===== src/rtl/tick_gen_pkg.sv =====
// Shared types and helpers for the multi-channel tick generator.
// Channel state encoding, reset divisor and channel-index width.
package tick_gen_pkg;

  typedef enum logic {
    IDLE = 1'b0,
    RUN  = 1'b1
  } ch_state_t;

  // 1 s period at 100 MHz (period is DIV+1 cycles)
  localparam logic [31:0] DEFAULT_DIV = 32'd99_999_999;

  function automatic int calc_ch_w(input int num_ch);
    return (num_ch <= 1) ? 1 : $clog2(num_ch);
  endfunction

endpackage


===== src/rtl/tick_channel.sv =====
// One tick channel: programmable down-counter with periodic/one-shot modes.
// The FSM state is exposed on the state output; running is derived from it.
module tick_channel
  import tick_gen_pkg::*;
#(
  parameter int               CNT_W     = 32,
  parameter logic [CNT_W-1:0] RESET_DIV = '1
) (
  input  logic             clk,
  input  logic             rst,
  input  logic             pause,
  input  logic             start,
  input  logic             stop,
  input  logic             oneshot,
  input  logic             cfg_we,
  input  logic [CNT_W-1:0] cfg_div,
  output logic             tick,
  output logic             done,
  output ch_state_t        state
);

  localparam logic [CNT_W-1:0] CNT_ONE = CNT_W'(1);

  ch_state_t        state_q, state_d;
  logic [CNT_W-1:0] cnt_q, cnt_d;
  logic [CNT_W-1:0] div_q, div_d;
  logic [CNT_W-1:0] reload;
  logic             mode_q, mode_d;
  logic             tick_q, tick_d;
  logic             done_q, done_d;
  logic             terminal;

  // A divisor written in the same cycle as a reload takes effect immediately
  assign reload   = cfg_we ? cfg_div : div_q;
  assign terminal = (state_q == RUN) && !pause && (cnt_q == '0);

  always_ff @(posedge clk or posedge rst) begin
    if (rst) state_q <= IDLE;
    else     state_q <= state_d;
  end

  always_comb begin
    state_d = state_q;
    if (stop)                  state_d = IDLE;
    else if (start)            state_d = RUN;
    else if (terminal && mode_q) state_d = IDLE;
  end

  always_comb begin
    div_d  = cfg_we ? cfg_div : div_q;
    cnt_d  = cnt_q;
    mode_d = mode_q;
    done_d = done_q;
    tick_d = 1'b0;
    if (stop) begin
      cnt_d = reload;
    end else if (start) begin
      cnt_d  = reload;
      mode_d = oneshot;
      done_d = 1'b0;
    end else if (terminal) begin
      tick_d = 1'b1;
      cnt_d  = reload;
      if (mode_q) done_d = 1'b1;
    end else if ((state_q == RUN) && !pause) begin
      cnt_d = cnt_q - CNT_ONE;
    end
  end

  always_ff @(posedge clk or posedge rst) begin
    if (rst) begin
      div_q  <= RESET_DIV;
      cnt_q  <= RESET_DIV;
      mode_q <= 1'b0;
      tick_q <= 1'b0;
      done_q <= 1'b0;
    end else begin
      div_q  <= div_d;
      cnt_q  <= cnt_d;
      mode_q <= mode_d;
      tick_q <= tick_d;
      done_q <= done_d;
    end
  end

  assign tick  = tick_q;
  assign done  = done_q;
  assign state = state_q;

endmodule


===== src/rtl/tick_generator.sv =====
// Multi-channel tick generator: decodes divisor writes per channel and
// broadcasts pause to NUM_CH independent tick_channel instances.
module tick_generator #(
  parameter int               NUM_CH      = 4,
  parameter int               CNT_W       = 32,
  parameter logic [CNT_W-1:0] DEFAULT_DIV = CNT_W'(tick_gen_pkg::DEFAULT_DIV),
  localparam int              CH_W        = tick_gen_pkg::calc_ch_w(NUM_CH)
) (
  input  logic              clk,
  input  logic              rst,
  input  logic              pause,
  input  logic [NUM_CH-1:0] start,
  input  logic [NUM_CH-1:0] stop,
  input  logic [NUM_CH-1:0] oneshot,
  input  logic              cfg_we,
  input  logic [CH_W-1:0]   cfg_ch,
  input  logic [CNT_W-1:0]  cfg_div,
  output logic [NUM_CH-1:0] tick,
  output logic [NUM_CH-1:0] running,
  output logic [NUM_CH-1:0] done
);

  tick_gen_pkg::ch_state_t ch_state [NUM_CH];

  for (genvar i = 0; i < NUM_CH; i++) begin : g_ch
    // Indices at or above NUM_CH never match, so such writes are dropped
    logic ch_we;
    assign ch_we = cfg_we && (cfg_ch == CH_W'(i));

    tick_channel #(
      .CNT_W     (CNT_W),
      .RESET_DIV (DEFAULT_DIV)
    ) u_ch (
      .clk     (clk),
      .rst     (rst),
      .pause   (pause),
      .start   (start[i]),
      .stop    (stop[i]),
      .oneshot (oneshot[i]),
      .cfg_we  (ch_we),
      .cfg_div (cfg_div),
      .tick    (tick[i]),
      .done    (done[i]),
      .state   (ch_state[i])
    );

    assign running[i] = (ch_state[i] == tick_gen_pkg::RUN);
  end

endmodule


===== config.mk =====
export PLATFORM = sky130hd
export DESIGN_NAME = tick_generator
export DESIGN_NICKNAME = d
export VERILOG_FILES = /design/src/rtl/tick_gen_pkg.sv /design/src/rtl/tick_channel.sv /design/src/rtl/tick_generator.sv
export SDC_FILE = /design/constraint.sdc
export NUM_CORES = 1
export LEC_CHECK = 0
export ABC_AREA = 1
export CORE_MARGIN = 3
export CORE_UTILIZATION = 45
export CTS_BUF_LIST = sky130_fd_sc_hd__clkbuf_16
export CTS_CLUSTER_SIZE = 30
export DETAILED_ROUTE_END_ITERATION = 7
export PLACE_DENSITY_LB_ADDON = 0.08
export SLEW_MARGIN = 20
export SYNTH_ARGS = -nofsm -noshare
export SYNTH_HDL_FRONTEND = slang
export SYNTH_SLANG_ARGS = --single-unit

===== constraint.sdc =====
create_clock -name clk -period 7.44 [get_ports clk]
set_input_delay 0.744 -clock clk [delete_from_list [all_inputs] [get_ports clk]]
set_output_delay 0.744 -clock clk [all_outputs]
set_load 0.005 [all_outputs]

Yosys cells after proc, flatten, opt, wreduce, memory -nomap -nowiden
Index checks and enable logic that the tools add are counted.
Operators by class
  add/subtract/negate cells: 4
  equality and inequality tests: 3
  mux-type cells: 56
  bitwise logic cells: 4
  reductions and logical operators: 46
Operators with widths (count)
  2-to-1 mux 32 bit: 20
  logical NOT 32 bit: 4
  subtractor 32 x 1 -> 32 bit, second input constant: 4
  2-to-1 mux 1 bit: 36
  logical AND 1 bit: 16
  nonzero test 2 bit: 8
  nonzero test 4 bit: 4
  AND reduction 3 bit: 4
  nonzero test 3 bit: 4
  AND reduction 2 bit: 4
  equality test 2 bit, second input constant: 2
  inverter 1 bit: 4
  equality test 2 x 1 -> 1 bit, second input constant: 1
  logical NOT 2 bit: 1
  logical NOT 1 bit: 1
Word-level totals
  register bits after elaboration: 272
  input bits: 50
  output and inout port bits: 12
  logic and storage cells: 137

Longest topological paths before layout
Gate-level depths: netlist of the first run.
  word-level depth: 7
  depth in mapped cells: 14
  mapped depth without buffers: 12

Hierarchy
A second synthesis of the first run with hierarchy kept.
Unflattened totals
  cell total of the unflattened synthesis: 2396
  area, all modules: 16295.6 um^2
By module, submodules not included
  tick_channel: times used 4, cells each 597, area each 4066.4 um^2, sequential area each 1749.2 um^2
  tick_generator: times used 1, cells each 8, area each 30.0 um^2, sequential area each 0.0 um^2

Least setup slack after synthesis of the first run
No wires, ideal clock.
  path type: input -> register
  from: input port pause
  to: register g_ch[3].u_ch.cnt_q[8]
  setup time: 0.130 ns
  data arrival time: 1.770 ns
  data required time: 7.310 ns
  slack: 5.541 ns
  cell stages on the path: 9
  path buffers: 1
  cells stage by stage: nor2_1 -> nand3_1 -> nor2_1 -> nand3_4 -> nand2_2 -> buf_4 -> nand2_1 -> nand3_1 -> o21ai_1
On the way
  cells in the longest elaborated chain, start to end: 6
  elaborated cells on any way between the ends: 7
  classes of those cells: mux (3); reduce/logical (4)
RTL lines
  start, declared: RTL line tick_generator.sv:11  | input logic pause,
  logical NOT 1 bit *: RTL line tick_channel.sv:35, tick_channel.sv:65
  logical AND 1 bit *: RTL line tick_channel.sv:35, tick_channel.sv:65
  logical AND 1 bit: RTL line tick_channel.sv:35  | assign terminal = (state_q == RUN) && !pause && (cnt_q == '0);
  2-to-1 mux 32 bit: RTL line tick_channel.sv:61  | end else if (terminal) begin
  2-to-1 mux 32 bit: RTL line tick_channel.sv:57  | end else if (start) begin
  2-to-1 mux 32 bit: RTL line tick_channel.sv:55  | if (stop) begin
  end signal, assigned: RTL line tick_channel.sv:79  | cnt_q <= cnt_d;
  end, declared: RTL line tick_channel.sv:25  | logic [CNT_W-1:0] cnt_q, cnt_d;
Mark *: on every way between the ends. The rest lies on a longest branch, timed or not.
A chain may end at the register's enable or synchronous reset.

Worst setup path in the final report of the first run
  from: input port start[1]
  to: register g_ch[1].u_ch.cnt_q[30]
On the way
  cells in the longest elaborated chain, start to end: 2
  elaborated cells on any way between the ends: 3
  classes of those cells: mux (2); reduce/logical (1)
RTL lines
  start, declared: RTL line tick_generator.sv:12  | input logic [NUM_CH-1:0] start,
  2-to-1 mux 32 bit: RTL line tick_channel.sv:57
  2-to-1 mux 32 bit: RTL line tick_channel.sv:55
  end signal, assigned: RTL line tick_channel.sv:79
  end, declared: RTL line tick_channel.sv:25
Parallel ways exist; a longest one is shown, timed or not.

==> impl_metrics.yaml, run 1 <==
status:
  status: "finished, final reports clean"
final_layout:
  drive_gt1_frac: 0.108
  multi_input_area_mm2: 0.00728
  nNetsFinal: 2447
  diodes: 0
  final_common_cell: "nand2_1"
  nFillCells: 3579
  syn2layout_area_growth_pct: 10.9
  final_cell_mix: "762 x nand2_1, 408 x inv_1, 254 x nor2_1"
  fin_cells: 2873
  seqCellArea_mm2: 0.00700
timing:
  maxSlewViolCount: 0
  worst_slew_pin_slew_ns: 1.02
  hold_violations: 0
  period_share: 0.440
  setup_tns_ns: 0
  fmax_ghz: 0.305
  slew_headroom: 0.319
  skew_ns: 0.0224
  rsz0062_at_grt: "no"
  setup_viol: 0
  fin_crit_ns: 3.28
global_route:
  antenna_found_initial: 4
  track_usage: 0.235
  grt_use_met1: 0.336
  use_met2: 0.383
  grt_pass1_wl_um: 73100
  busiest_layer: "met2"
  grt_use_met3: 0.0294
  grt_max_degree: 140
  grt_pass1_vias: 13500
  grt_overflow: 0
worst_setup_path:
  worstSetupPathType: "input pin to register"
  crit_fanout: 34
  critPathArrivalTime_ns: 3.73
  r2r_start: "g_ch[3].u_ch.cnt_q[0]"
  reg2reg_slack_ns: 4.29
  r2r_cells: 12
  required_ns: 7.89
  endpoint_kind: "register"
  start_kind: "input pin"
  r2r_end: "g_ch[3].u_ch.cnt_q[31]"
drt:
  drc: 0
  drt_first_pass_iters: 5
  final_antenna_net_count: 0
  wl_um: 44700
  via_count: 14300
  drt_iter0_markers: 952
  avgRoutedWirePerCell_um: 15.6
  avgViaCountPerCell: 4.98
clock_network:
  cts_resized: 0
  cts_tree: "done"
  cts_buffers: 31
  root_buffer: "clkbuf_16"
  clkTransAtPathRegs_ns: 0.06
  cts_buffer_depth: 3
  htreeDepth: 1
  cts_hold_buf: 0
  clock_sinks: 272
  insertion_delay_ns: 0.58
  post-cts-setup-buffer-count: 0
place:
  placedCellCount: 2815
  dp_hpwl_um: 31300
  port_buffers: 61
  gp_congestion: 0.909
die:
  die_height_um: 196
  die_area_mm2: 0.0384
  fp.dieW_um: 196
  row_count: 68
  coreArea_mm2: 0.0351
  ioPinCount: 62
  start_util: 0.464
pwr:
  ir_worst_vdd_mv: 0.179
  p_leak_nw: 9.01
  power.density_mw_per_mm2: 240
yosys:
  synth_cell_type_count: 36
  ys_warn_count: 0
  ys_seq_elements: 272
  avgSynthCellArea_um2: 6.85
  synth_area_mm2: 0.0163
  synth_cells: 2372
  synth_fp_nets: 2426
  ys_seq_area_frac: 0.430
run:
  drv_cap: 0
hold_path:
  hp-class: "register to register"
  whs_path_depth: 2
  min-delay-start: "g_ch[0].u_ch.cnt_q[1]"
  hold_end: "g_ch[0].u_ch.cnt_q[1]"
-- synthesized netlist by cell type --
| library cell | count | area (um2) |
|---|---|---|
| nand4_1 | 52 | 325 |
| inv_4 | 1 | 6.26 |
| or2_2 | 3 | 18.8 |
| xnor2_1 | 9 | 78.8 |
| ha_1 | 4 | 50.1 |
| nand3_1 | 188 | 941 |
| nand2_1 | 765 | 2870 |
| nand4_4 | 1 | 21.3 |
| nand2_4 | 3 | 33.8 |
| nand2_2 | 5 | 31.3 |
| nand4_2 | 1 | 12.5 |
| buf_6 | 8 | 90.1 |
| a22oi_1 | 1 | 7.51 |
| nor2_8 | 1 | 20.0 |
| o21ai_1 | 32 | 160 |
| nand3_2 | 1 | 10.0 |
| nor3_1 | 5 | 25.0 |
| dfrtp_1 | 120 | 3000 |
| dfstp_2 | 152 | 3990 |
| a21oi_1 | 30 | 150 |
| buf_1 | 10 | 37.5 |
| xor2_1 | 38 | 333 |
| o22ai_1 | 2 | 12.5 |
| clkbuf_1 | 40 | 150 |
| nor2_1 | 255 | 957 |
| nor2_4 | 7 | 78.8 |
| o21ai_0 | 166 | 831 |
| buf_4 | 24 | 180 |
| and2_1 | 2 | 12.5 |
| inv_2 | 6 | 22.5 |
| buf_2 | 2 | 10.0 |
| nand3_4 | 2 | 35.0 |
| inv_1 | 400 | 1500 |
| nor4_1 | 2 | 12.5 |
| nor2_2 | 19 | 119 |
| nand3b_1 | 15 | 113 |
-- critical path: stages --
cell and delay (ns):
clkdlybuf4s50_1 0.46, nor2_2 0.73, nand2_2 0.62, inv_1 0.95, a21oi_1 0.08, nand2_1 0.10, nand2_1 0.05
-- routing by layer --
layer	wire length, um	part of all wire	vias to the layer above
met1	21400	0.48	6637
met2	20300	0.45	270
met5	0	0	-
li1	-	-	7347
met3	1950	0.044	59
met4	1110	0.025	0
-- sequential cells by signal, indices dropped and copies added, names as in the netlist --
name,flops
g_ch.u_ch.state,4
g_ch.u_ch.mode_q,4
g_ch.u_ch.cnt_q,128
g_ch.u_ch.tick,4
g_ch.u_ch.div_q,128
g_ch.u_ch.done,4
-- through the flow --
stage	instance area [um2]	hold slack (ns)	power [mW]	worst slack, ns	utilization
5_1_grt	18000	0.499	4.61	3.86	0.514
3_3_place_gp	17100	0.464	2.88	3.23	0.487
3_5_place_dp	17100	0.472	2.91	3.17	0.487
4_1_cts	18000	0.483	4.37	3.79	0.514
2_1_floorplan	16300	0.455	2.64	3.22	-
6_report	18000	0.480	4.32	4.16	0.514
-- kinds of logic (layout without fill, tap and decap cells) --
kind of cell,count (synthesis),count (layout),share of synthesized area
buffers and inverters,491,537,0.123
AND/OR/NAND/NOR,1327,1327,0.347
flip-flops,272,272,0.430
XOR/XNOR,47,47,0.0253
adder cells (fa/ha/maj),4,4,0.00308
AO/OA/AOI/OAI,231,231,0.0714
-- power breakdown --
group | switching [mW] | internal, mW
Clock | 0.621 | 0.818
Combinational | 0.553 | 0.306
Sequential | 0.197 | 1.83
Total | 1.37 | 2.95
-- worst max path at each step --
stage	start	end	slack, ns	depth (start not counted)
global route	start[1]	g_ch[1].u_ch.cnt_q[31]	3.86	7
detailed placement	start[1]	g_ch[1].u_ch.cnt_q[30]	3.17	7
CTS	start[1]	g_ch[1].u_ch.cnt_q[28]	3.79	7
global placement	start[1]	g_ch[1].u_ch.cnt_q[30]	3.23	7
finish	start[1]	g_ch[1].u_ch.cnt_q[30]	4.16	7
floorplan	rst	g_ch[0].u_ch.cnt_q[10]	3.22	1
-- layout make-up --
| class | instances | area share |
|---|---|---|
| clock inverter | 27 | 0.00923 |
| clock buffer | 31 | 0.0430 |
| tap | 455 | 0.0316 |
| timing repair buffer | 72 | 0.0391 |
| sequential | 272 | 0.388 |
| multi-input combinational | 1609 | 0.404 |
| inverter | 407 | 0.0851 |
Power figures use the tool's default switching activity.
==> run 2: changes to the inputs <==
==> constraint.sdc (replaced) <==
create_clock -name clk -period 2.7 [get_ports clk]
set_input_delay 0.27 -clock clk [delete_from_list [all_inputs] [get_ports clk]]
set_output_delay 0.27 -clock clk [all_outputs]
set_load 0.005 [all_outputs]
==> impl_metrics.yaml, run 2 (synthesis results as in run 1) <==
status:
  status: "finished, final reports clean"
die:
  fp.dieW_um: 196
  row_count: 68
  start_util: 0.464
  die_area_mm2: 0.0384
  ioPinCount: 62
  die_height_um: 196
  coreArea_mm2: 0.0351
timing:
  period_share: 0.847
  hold_violations: 0
  skew_ns: 0.0134
  fin_crit_ns: 2.29
  worst_slew_pin_slew_ns: 0.801
  slew_headroom: 0.465
  holdWs_ns: 0.0560
  fmax_ghz: 0.437
  setup_viol: 0
  rsz0062_at_grt: "no"
  maxSlewViolCount: 0
final_layout:
  top_regs: "g_ch.u_ch.cnt_q (128), g_ch.u_ch.div_q (128)"
  nNetsFinal: 2482
  syn2layout_area_growth_pct: 12.8
  seqCellArea_mm2: 0.00700
  final_cell_mix: "763 x nand2_1, 414 x inv_1, 254 x nor2_1"
  nFillCells: 3512
  final_area_mm2: 0.0183
  utilization: 0.523
  diodes: 0
  drive_gt1_frac: 0.119
  multi_input_area_mm2: 0.00728
  final_common_cell: "nand2_1"
  fin_cells: 2907
place:
  port_buffers: 61
  dp_hpwl_um: 33100
  gp_congestion: 0.939
  placedCellCount: 2851
  placed_cell_area_mm2: 0.0174
worst_setup_path:
  reg2reg_slack_ns: 0.41
  r2r_start: "g_ch[1].u_ch.cnt_q[0]"
  r2r_end: "g_ch[1].u_ch.cnt_q[13]"
  critPathArrivalTime_ns: 2.79
  endpoint: "g_ch[1].u_ch.cnt_q[13]"
  crit_fanout: 35
  r2r_cells: 12
  required_ns: 3.21
  endpoint_kind: "register"
  worstSetupPathType: "register to register"
  start_kind: "register"
  cp-startpoint: "g_ch[1].u_ch.cnt_q[0]"
global_route:
  grt_pass1_wl_um: 75000
  grt_max_degree: 65
  antenna_found_initial: 5
  grt_overflow: 0
  grt_pass1_vias: 14300
  track_usage: 0.242
drt:
  drc: 0
  via_count: 14600
  met3WireLength_um: 2110
  avgViaCountPerCell: 5.03
  wl_um: 45900
  drt_first_pass_iters: 5
  wl_met2_um: 20700
  drt-met1-wl_um: 21700
  avgRoutedWirePerCell_um: 15.8
  final_antenna_net_count: 0
  routed.top_layer: "met4"
  drt_iter0_markers: 882
run:
  drv_cap: 0
hold_path:
  hp-class: "input pin to async pin"
pwr:
  power.density_mw_per_mm2: 644
  p_leak_nw: 9.20
  ir_worst_vdd_mv: 0.588
  total_power_mw: 11.8
  clkPwrFrac: 0.321
  p_sw_frac: 0.317
  p_int_mw: 8.06
  pwr-share-seq: 0.474
  pwr-share-comb: 0.205
  p_sw_mw: 3.74
clock_network:
  cts_hold_buf: 0
  insertion_delay_ns: 0.57
  htreeDepth: 1
  root_buffer: "clkbuf_16"
  cts_buffer_depth: 3
  cts_buffers: 30
  cts_resized: 0
  clkTransAtPathRegs_ns: 0.06
  post-cts-setup-buffer-count: 0
  cts_tree: "done"
  clock_sinks: 272
-- run 2: how the worst min path moves through the flow --
| stage | endpoint | slack [ns] | cells after the start |
|---|---|---|---|
| finish | g_ch[2].u_ch.div_q[11] | 0.06 | 2 |
| global route | g_ch[2].u_ch.div_q[11] | 0.06 | 2 |
| CTS | g_ch[2].u_ch.div_q[11] | 0.04 | 2 |
| detailed placement | g_ch[0].u_ch.cnt_q[0] | 0.47 | 2 |
| global placement | g_ch[0].u_ch.cnt_q[1] | 0.47 | 2 |
| floorplan | g_ch[1].u_ch.tick | 0.34 | 1 |
-- run 2: power by group through the flow --
stage | clock [mW] | combinational, mW | sequential, mW
6_report | 3.79 | 2.42 | 5.59
5_1_grt | 4.08 | 2.83 | 5.68
4_1_cts | 3.93 | 2.43 | 5.59
3_5_place_dp | 0 | 2.42 | 5.64
3_3_place_gp | 0 | 2.37 | 5.63
2_1_floorplan | 0 | 1.82 | 5.46
-- run 2: stage by stage --
step	worst slack, ns	setup TNS (ns)
after global routing	0.234	0
after CTS	0.391	0
final	0.412	0
after detailed placement	0.327	0
after floorplan	-1.04	-143.61
after global placement	0.400	0
-- run 2: critical path, stage by stage, from the launching register on --
cell and delay [ns]:
dfstp_2 0.37, inv_1 0.09, ha_1 0.37, nand2_4 0.11
nor2_4 0.14, nand3_2 0.11, nor2_4 0.19, nand3_4 0.10
nand2_4 0.34, inv_4 0.17, nand2_1 0.09, nand3_1 0.06
nand2_1 0.07
-- run 2: layer usage --
metal | GRT usage | vias to the layer above
met5 | 0 | -
met4 | 0.0710 | 0
met3 | 0.0347 | 69
met2 | 0.394 | 285
met1 | 0.338 | 6847
li1 | - | 7412
-- run 2: cell type report --
class                   instances  area share
multi-input cells            1609       0.397
flip-flops and latches        272       0.382
inverters                     407      0.0837
repair buffers                108      0.0573
clock buffers                  31      0.0423
well taps                     455      0.0311
clock inverters                25     0.00683
